**config.mk**
```make
export PLATFORM = sky130hd
export DESIGN_NAME = maze_score_keeper_flat
export DESIGN_NICKNAME = d
export VERILOG_FILES = /design/src/rtl/maze_score_keeper_if.sv /design/src/rtl/maze_score_keeper.sv /design/src/flat_wrapper.sv
export SDC_FILE = /design/constraint.sdc
export NUM_CORES = 1
export LEC_CHECK = 0
export BUFFER_PORTS_ARGS = -buffer_cell sky130_fd_sc_hd__buf_2
export CORE_ASPECT_RATIO = 2
export CORE_MARGIN = 2
export CORE_UTILIZATION = 55
export CTS_CLUSTER_DIAMETER = 120
export DETAILED_ROUTE_END_ITERATION = 7
export GPL_TIMING_DRIVEN = 0
export PLACE_DENSITY = 0.8
export SYNTH_ARGS = -nofsm -noshare
export SYNTH_HDL_FRONTEND = slang
export SYNTH_SLANG_ARGS = --single-unit
```
**constraint.sdc**
```tcl
create_clock -name clk -period 15.4 [get_ports clk]
set_clock_uncertainty 0.05 [all_clocks]
set_input_delay 2.31 -clock clk [delete_from_list [all_inputs] [get_ports clk]]
set_output_delay 2.31 -clock clk [all_outputs]
set_load 0.05 [all_outputs]
```
**src/rtl/maze_score_keeper_if.sv**
```systemverilog
// Game-side bus of the maze score keeper: round control and position in, BCD scores out.
interface maze_score_keeper_if;
    logic [1:0]  state;
    logic [2:0]  level;
    logic [4:0]  x_index;
    logic [4:0]  y_index;
    logic        arrived;
    logic [15:0] steps_bcd;
    logic [15:0] secs_bcd;
    logic [15:0] best_bcd;
    logic        new_record;
    logic        running;

    modport master (
        output state, level, x_index, y_index, arrived,
        input  steps_bcd, secs_bcd, best_bcd, new_record, running
    );

    modport slave (
        input  state, level, x_index, y_index, arrived,
        output steps_bcd, secs_bcd, best_bcd, new_record, running
    );
endinterface

```
**src/rtl/maze_score_keeper.sv**
```systemverilog
// Maze round scoring: BCD step and second counters, plus a per-level best-steps table.
// LEVELS may be at most 8 because level is a 3-bit index.
module maze_score_keeper #(
    parameter int TICK_DIV = 100_000_000,
    parameter int LEVELS   = 8
) (
    input  logic                clk,
    input  logic                rst_sys,
    maze_score_keeper_if.slave  bus
);
    typedef enum logic [1:0] {IDLE, RUN, COMMIT, HOLD} fsm_t;

    localparam int TW = $clog2(TICK_DIV);
    localparam logic [TW-1:0] TICK_MAX = TW'(TICK_DIV - 1);

    // Four-digit BCD increment that sticks at 9999 instead of wrapping.
    function automatic logic [15:0] bcd_inc(input logic [15:0] v);
        logic [15:0] r;
        logic        carry;
        r     = v;
        carry = 1'b1;
        if (v != 16'h9999) begin
            for (int i = 0; i < 4; i++) begin
                if (carry) begin
                    if (r[4*i +: 4] == 4'd9) begin
                        r[4*i +: 4] = 4'd0;
                    end else begin
                        r[4*i +: 4] = r[4*i +: 4] + 4'd1;
                        carry       = 1'b0;
                    end
                end
            end
        end
        return r;
    endfunction

    fsm_t          state_q, state_d;
    logic [15:0]   steps_q, steps_d;
    logic [15:0]   secs_q, secs_d;
    logic [TW-1:0] tick_q, tick_d;
    logic [2:0]    lvl_q, lvl_d;
    logic [4:0]    prev_x_q, prev_x_d;
    logic [4:0]    prev_y_q, prev_y_d;
    logic          arr_q, arr_d;
    logic          new_record_q, new_record_d;
    logic          running_q, running_d;
    logic [15:0]   best_q [LEVELS];
    logic [15:0]   best_d [LEVELS];
    logic [LEVELS-1:0] valid_q, valid_d;
    logic          enter;

    always_comb begin
        state_d      = state_q;
        steps_d      = steps_q;
        secs_d       = secs_q;
        tick_d       = tick_q;
        lvl_d        = lvl_q;
        prev_x_d     = prev_x_q;
        prev_y_d     = prev_y_q;
        new_record_d = new_record_q;
        best_d       = best_q;
        valid_d      = valid_q;
        arr_d        = bus.arrived;
        enter        = 1'b0;

        unique case (state_q)
            IDLE: begin
                if (bus.state == 2'b01) begin
                    enter = 1'b1;
                end
            end
            RUN: begin
                if ({bus.x_index, bus.y_index} != {prev_x_q, prev_y_q}) begin
                    steps_d  = bcd_inc(steps_q);
                    prev_x_d = bus.x_index;
                    prev_y_d = bus.y_index;
                end
                if (tick_q == TICK_MAX) begin
                    tick_d = '0;
                    secs_d = bcd_inc(secs_q);
                end else begin
                    tick_d = tick_q + 1'b1;
                end
                if (bus.arrived && !arr_q) begin
                    state_d = COMMIT;
                end else if (bus.state != 2'b01) begin
                    state_d = IDLE;
                end
            end
            COMMIT: begin
                // BCD digits order the same way as unsigned binary, so a plain compare works.
                if (!valid_q[lvl_q] || (steps_q < best_q[lvl_q])) begin
                    best_d[lvl_q]  = steps_q;
                    valid_d[lvl_q] = 1'b1;
                    new_record_d   = 1'b1;
                end
                state_d = HOLD;
            end
            HOLD: begin
                if (bus.state == 2'b01) begin
                    enter = 1'b1;
                end else if (bus.state != 2'b10) begin
                    state_d = IDLE;
                end
            end
            default: state_d = IDLE;
        endcase

        if (enter) begin
            state_d      = RUN;
            steps_d      = '0;
            secs_d       = '0;
            tick_d       = '0;
            new_record_d = 1'b0;
            lvl_d        = bus.level;
            prev_x_d     = bus.x_index;
            prev_y_d     = bus.y_index;
        end

        running_d = (state_d == RUN);
    end

    always_ff @(posedge clk or posedge rst_sys) begin
        if (rst_sys) begin
            state_q      <= IDLE;
            steps_q      <= '0;
            secs_q       <= '0;
            tick_q       <= '0;
            lvl_q        <= '0;
            prev_x_q     <= '0;
            prev_y_q     <= '0;
            arr_q        <= 1'b0;
            new_record_q <= 1'b0;
            running_q    <= 1'b0;
            valid_q      <= '0;
            for (int i = 0; i < LEVELS; i++) begin
                best_q[i] <= '0;
            end
        end else begin
            state_q      <= state_d;
            steps_q      <= steps_d;
            secs_q       <= secs_d;
            tick_q       <= tick_d;
            lvl_q        <= lvl_d;
            prev_x_q     <= prev_x_d;
            prev_y_q     <= prev_y_d;
            arr_q        <= arr_d;
            new_record_q <= new_record_d;
            running_q    <= running_d;
            valid_q      <= valid_d;
            best_q       <= best_d;
        end
    end

    assign bus.steps_bcd  = steps_q;
    assign bus.secs_bcd   = secs_q;
    assign bus.new_record = new_record_q;
    assign bus.running    = running_q;
    assign bus.best_bcd   = valid_q[bus.level] ? best_q[bus.level] : 16'h0000;
endmodule

```
**src/flat_wrapper.sv**
```systemverilog
// flat-port wrapper written by rule: the top's interface ports become plain ports
module maze_score_keeper_flat 
#(
    parameter int TICK_DIV = 100_000_000,
    parameter int LEVELS   = 8
)
  (clk, rst_sys, bus_state, bus_level, bus_x_index, bus_y_index, bus_arrived, bus_steps_bcd, bus_secs_bcd, bus_best_bcd, bus_new_record, bus_running);
  maze_score_keeper_if bus_i ();
  input  logic clk;
  input  logic rst_sys;
  input wire logic [$bits(bus_i.state)-1:0] bus_state;
  input wire logic [$bits(bus_i.level)-1:0] bus_level;
  input wire logic [$bits(bus_i.x_index)-1:0] bus_x_index;
  input wire logic [$bits(bus_i.y_index)-1:0] bus_y_index;
  input wire logic [$bits(bus_i.arrived)-1:0] bus_arrived;
  output wire logic [$bits(bus_i.steps_bcd)-1:0] bus_steps_bcd;
  output wire logic [$bits(bus_i.secs_bcd)-1:0] bus_secs_bcd;
  output wire logic [$bits(bus_i.best_bcd)-1:0] bus_best_bcd;
  output wire logic [$bits(bus_i.new_record)-1:0] bus_new_record;
  output wire logic [$bits(bus_i.running)-1:0] bus_running;
  assign bus_i.state = bus_state;
  assign bus_i.level = bus_level;
  assign bus_i.x_index = bus_x_index;
  assign bus_i.y_index = bus_y_index;
  assign bus_i.arrived = bus_arrived;
  assign bus_steps_bcd = bus_i.steps_bcd;
  assign bus_secs_bcd = bus_i.secs_bcd;
  assign bus_best_bcd = bus_i.best_bcd;
  assign bus_new_record = bus_i.new_record;
  assign bus_running = bus_i.running;
  maze_score_keeper #(.TICK_DIV(TICK_DIV), .LEVELS(LEVELS)) u_core (.clk(clk), .rst_sys(rst_sys), .bus(bus_i));
endmodule
```
# Word-level counts from Yosys, hierarchy flattened
# Index checks and enable logic that the tools add are counted.
totals:
  register_bits: 213
  in_bits: 18
  output_inout_bits: 50
  wordCells: 181
classes:
  n_addsub: 9
  order_cmp: 7
  n_eq_ne: 19
  muxes: 86
  bitwise: 3
  reduce_logical: 32
op_table:
  columns: ["operator", "count"]
  rows:
  - ["$mux W16", 14]
  - ["$bwmux W128", 1]
  - ["$bmux W16 S3", 2]
  - ["$mux W27", 3]
  - ["$mux W4", 14]
  - ["$demux W16 S3", 1]
  - ["$mux W1", 36]
  - ["$add A4 B1 Y4 const B", 8]
  - ["$eq A4 B4 Y1 const B", 8]
  - ["$ne A16 B16 Y1 const B", 2]
  - ["$mux W5", 6]
  - ["$add A27 B1 Y27 const B", 1]
  - ["$eq A27 B27 Y1 const B", 1]
  - ["$reduce_bool A2 Y1", 13]
  - ["$reduce_and A4 Y1", 6]
  - ["$lt A16 B16 Y1", 1]
  - ["$mux W2", 5]
  - ["$ne A10 B10 Y1", 1]
  - ["$ge A4 B4 Y1 const B", 2]
  - ["$lt A3 B4 Y1 const B", 2]
  - ["$not A3 Y4", 2]
  - ["$or A8 B8 Y8", 1]
  - ["$bmux W1 S3", 2]
  - ["$eq A2 B1 Y1 const B", 3]
  - ["other kinds (14)", 21]

# Depth between registers and ports, before layout
logic_depth:
  word_depth: 18
  ltp_mapped: 16
  ltp_nobuf: 11

# Least setup slack after synthesis
# No wires, ideal clock.
synth_timing:
  path_type: "input to output"
  from: "input bus_level[0]"
  to: "output bus_best_bcd[10]"
  arrival_time_ps: 4230
  t_required_ps: 13040
  path_slack_ps: 8810
  cell_stages: 5
  n_path_buf: 2
  cell_sequence: "clkbuf_1 -> buf_1 -> mux4_2 -> mux2i_1 -> nor2_1"
synth_between:
  elab_chain_cells: 5
  elab_cells_between_ends: 7
  classes_between: "6 x mux; 1 x bitwise"
synth_rtl:
  columns: ["element", "line", "source"]
  rows:
  - ["start, declared", "flat_wrapper.sv:12", "input wire logic [$bits(bus_i.level)-1:0] bus_level;"]
  - ["$not A3 Y4 (implied by the code)", "maze_score_keeper.sv:159", "assign bus.best_bcd = valid_q[bus.level] ? best_q[bus.level] : 16'h0000;"]
  - ["$bmux W16 S3", "maze_score_keeper.sv:159", null]
  - ["$mux W16 (implied by the code) (2 in a row)", "maze_score_keeper.sv:159", null]
  - ["$mux W16 (*)", "maze_score_keeper.sv:159", null]
  - ["end, declared", "flat_wrapper.sv:18", "output wire logic [$bits(bus_i.best_bcd)-1:0] bus_best_bcd;"]
# Mark *: on every way between the ends. The rest lies on a longest branch, timed or not. The select of a mux whose other input is x is not followed.

# Final worst setup path
layout_timing:
  from: "input bus_level[0]"
  to: "output bus_best_bcd[12]"
# Same word-level chain as after synthesis.

==> results.md <==
- The number of buffers added for setup after CTS is 0.
- Synthesis produced between 900 and 1,000 cells.
- After synthesis, the mean cell area works out to 12.2 um2.
- The fmax is 133 MHz.
- Relative to the synthesized area, the layout overhead comes to 11.7%.
- The share of async-settable or async-resettable flops after synthesis is 100%.
- The first TritonRoute pass finished after 4 iterations.
- The first-pass GRT wire length is about 53,000 um.
- The sequential cell area fraction in the yosys report is between 40% and 50%.
- Buffers inserted to repair hold after CTS numbered 0.
- Traced cell by cell, the critical path runs through clkbuf_1, mux4_2, mux2i_1, clkbuf_1, nor2_1, buf_2.
- The cell total after placement is between 1,000 and 1,500.
- During synthesis, Yosys emitted a total of 0 warnings.
- The number of distinct standard cells referenced by the synthesized netlist is 61.
- Row generation in the floorplan step produced 76 rows.
- The number of port buffers is 64.
- The worst pin sits at a relative slew slack of 4.10%.
- The final hold violation count came to 0.
- The largest net degree at the start of global routing is ~130.
- Post-CTS repair changed the size of 0 cells.
- Measured on the finished design, the core utilization comes to between 60% and 70%.
- The boundary pin count is ~70.
- The later pin in the worst-skew pair is clocked with a latency of around 0.52 ns.
- In the layout the commonest cells are dfrtp_1 (213), mux2_4 (72), mux2_2 (69).
- The total grt overflow is 0.
- The via count of the first global-routing pass is 9,410.
- The worst-case vdd ir drop is 0.0951 mV.
- Across the run, the number of max-cap violations was 0.
- In the final routed layout, each cell accounts on average for approximately 25 um.
- Data arrives at the worst endpoint at about 5.2 ns.
- The cell area after synthesis is 0.0120 mm2.
- The run finished with clean final reports.
- Synthesis produced a netlist with a net count of about 1,000.
- Adding up every negative setup slack in the final design gives 0 ns.
- The required arrival time at the worst endpoint is between 10 and 15 ns.
- For met3 alone, demand over resource in global routing was 4.75%.
- The repair_antennas step left the layout with diodes totalling 0.
- The completed layout was analyzed and its total power is 2190 uW.
- The library cell used most frequently in the layout, excluding fill and tap cells, is dfrtp_1.
- The worst setup path is of the in2out kind.
- Setup repair after global routing left no endpoint under its margin.
- The cell seen most often among critical-path stages is clkbuf_1.
- Once the floorplan was initialized, standard cells occupied between 50% and 60% of the core.
- The actual slew at the worst max-slew pin is roughly 1.4 ns.
- The synthesized design contains approximately 210 register bits.
- The die height is between 200 and 250 um.
- After global routing, the most crowded layer is met2.
- The dominant delay contributor by cell family on the critical path is buffers and inverters.
- The clock period minus final worst setup slack is between 7 and 8 ns.
- The number of cells in the finished layout apart from fillers is 1,354.
- The leakage power is 0.00599 uW.
- The CTS clock-pin slew for the worst setup and hold paths is approximately 0.07 ns.
- The worst setup path is captured at an output port.
- The global placement routability congestion is between 0.9 and 1.
- The number of synthesized flops with an enable pin is 0.
- Dividing the detail-routed via count by the number of cells gives approximately 6.5.
- Dividing the final minimum period by the clock period gives between 40% and 50%.
- The clock sink count is 213.
- Global routing used 33.0% of the available met1 tracks.
- The die outline area is between 0.02 and 0.025 mm2.
- Setup violations remaining at the end of the flow were counted as 0.
- Global routing used between 30% and 40% of the available tracks.
- The remaining number of nets flagged by the antenna check after routing is 0.
- The ratio of cells with drive above 1 in the final layout is between 20% and 30%.
- After floorplanning, the core was sized to cover approximately 0.021 mm2.
- The detailed router finished its first iteration with roughly 500 violations.
- The CTS buffer count is 20.
- The tree is rooted in a clkbuf_16.
- The number of buffers and inverters on the critical path is 3.
- For met2 alone, demand over resource in global routing was 53.2%.
- The biggest cell delay along the critical path is ~0.72 ns.
- The slowest stage of the critical path is the clkbuf_1 cell.
- The count of vias placed by the detailed router is approximately 8,800.
- The longest clock path from root to sink contains 3 buffers.
- The initial antenna violation count came to 0.
- The die is approximately 110 um wide.
- The final layout contains 1,122 nets.
- The HPWL reported at the end of detailed placement is roughly 24,000 um.
- The total count of max-transition violations in the final report is 0.
- In this run the worst hold path is classified as reg2reg.
- The remaining design rule violation count is 0.
- The power per cell area is 164 mW/mm2.
- STA classifies the critical path startpoint as an input port.
- For this block, the routed nets add up to ~34,000 um of wire.
- In this run the number of H-tree levels came out at 1.
- In the synthesized netlist the dominant register cell turns out to be dfrtp_1.
- TritonCTS built the clock tree.
- Of all nets on the critical path, the largest fanout is 10.
## metal layers
| layer | up-vias | wire length (um) |
|---|---|---|
| met1 | 4418 | 11100 |
| met2 | 412 | 17500 |
| met5 | - | 0 |
| met3 | 163 | 2140 |
| li1 | 3790 | - |
| met4 | 0 | 2780 |
## per-stage QoR
step                hold WS, ns  area, um2  worst slack, ns
floorplan                 0.400      12000             7.22
global placement          0.420      12600             4.98
detailed placement        0.430      12700             7.87
CTS                       0.445      13300             7.84
global route              0.465      13300             7.71
finish                    0.449      13300             7.87
## state kept, by name (all words and copies together), names as in the netlist
signal / cells
u_core.lvl_q: 3
u_core.bus.secs_bcd: 16
u_core.bus.new_record: 1
u_core.prev_y_q: 5
u_core.best_q: 128
u_core.prev_x_q: 5
u_core.tick_q: 27
u_core.bus.running: 1
u_core.bus.steps_bcd: 16
u_core.state_q: 2
u_core.valid_q: 8
u_core.arr_q: 1
## cell type report
cell class | count | area [um2]
clock buffer | 23 | 553
buffer | 64 | 405
tap | 273 | 342
inverter | 22 | 90.1
clock inverter | 12 | 144
sequential | 213 | 5330
timing repair buffer | 65 | 348
multi-input combinational | 682 | 6140
fill | 1676 | 8050
## power by group
group / switching, uW / internal, uW / leakage [uW]
combinational: 539 / 325 / 0.00277
clock: 228 / 309 / 0.000344
sequential: 115 / 677 / 0.00289
## worst register-to-register path, cell delays in order (launching register included)
cell	delay, ns
dfrtp_1	0.45
buf_2	0.27
nor3b_1	1.16
clkbuf_1	0.69
a22oi_1	0.13
and4_1	0.26
ha_1	0.30
a21oi_1	0.16
o21ai_0	0.29
a221oi_1	0.59
o31ai_4	0.15
buf_6	0.20
a21oi_4	0.45
buf_12	0.25
mux2_4	0.32
## cells by family after synthesis
family	Yosys count	synth area share, %
mux	200	24.1
fa+ha+maj	36	3.77
simple gates	270	11.8
flops	213	44.6
buf+inv	86	4.08
compound gates	141	9.02
xor+xnor	35	2.56
## cells in the mapped netlist, drive strengths merged, types with 4 or more instances
cell / count / area [um2]
a22oi: 57 / 428
nor2b: 7 / 43.8
a221oi: 4 / 41.3
and3: 10 / 62.6
inv: 22 / 82.6
mux4: 35 / 788
mux2i: 24 / 240
a21oi: 25 / 215
xnor2: 7 / 61.3
buf: 19 / 236
or2: 8 / 50.1
and2: 5 / 31.3
nand4: 13 / 81.3
xor2: 28 / 245
nand2b: 6 / 37.5
nor2: 63 / 236
ha: 36 / 450
a22o: 4 / 35.0
dfrtp: 213 / 5330
nand3: 30 / 155
o21ai: 24 / 120
o31ai: 8 / 73.8
clkbuf: 45 / 169
nand3b: 7 / 52.6
a31oi: 4 / 40.0
or3: 10 / 62.6
nor4: 11 / 81.3
nor3: 10 / 50.1
nand2: 64 / 240
and4: 16 / 140
mux2: 141 / 1860
## path summary, 6_finish.rpt
check	slack [ns]	startpoint	cells after the start	endpoint
max in group asynchronous	12.39	rst_sys	3	u_core.best_q[118]
min in group asynchronous	1.82	rst_sys	2	u_core.prev_y_q[4]
hold reg to reg	0.45	u_core.valid_q[2]	1	u_core.valid_q[2]
setup / recovery	7.87	bus_level[0]	6	bus_best_bcd[12]
hold / removal	0.45	u_core.valid_q[2]	1	u_core.valid_q[2]
setup reg to reg	9.54	u_core.lvl_q[1]	14	u_core.best_q[102]
(Power assumes the default switching activity.)
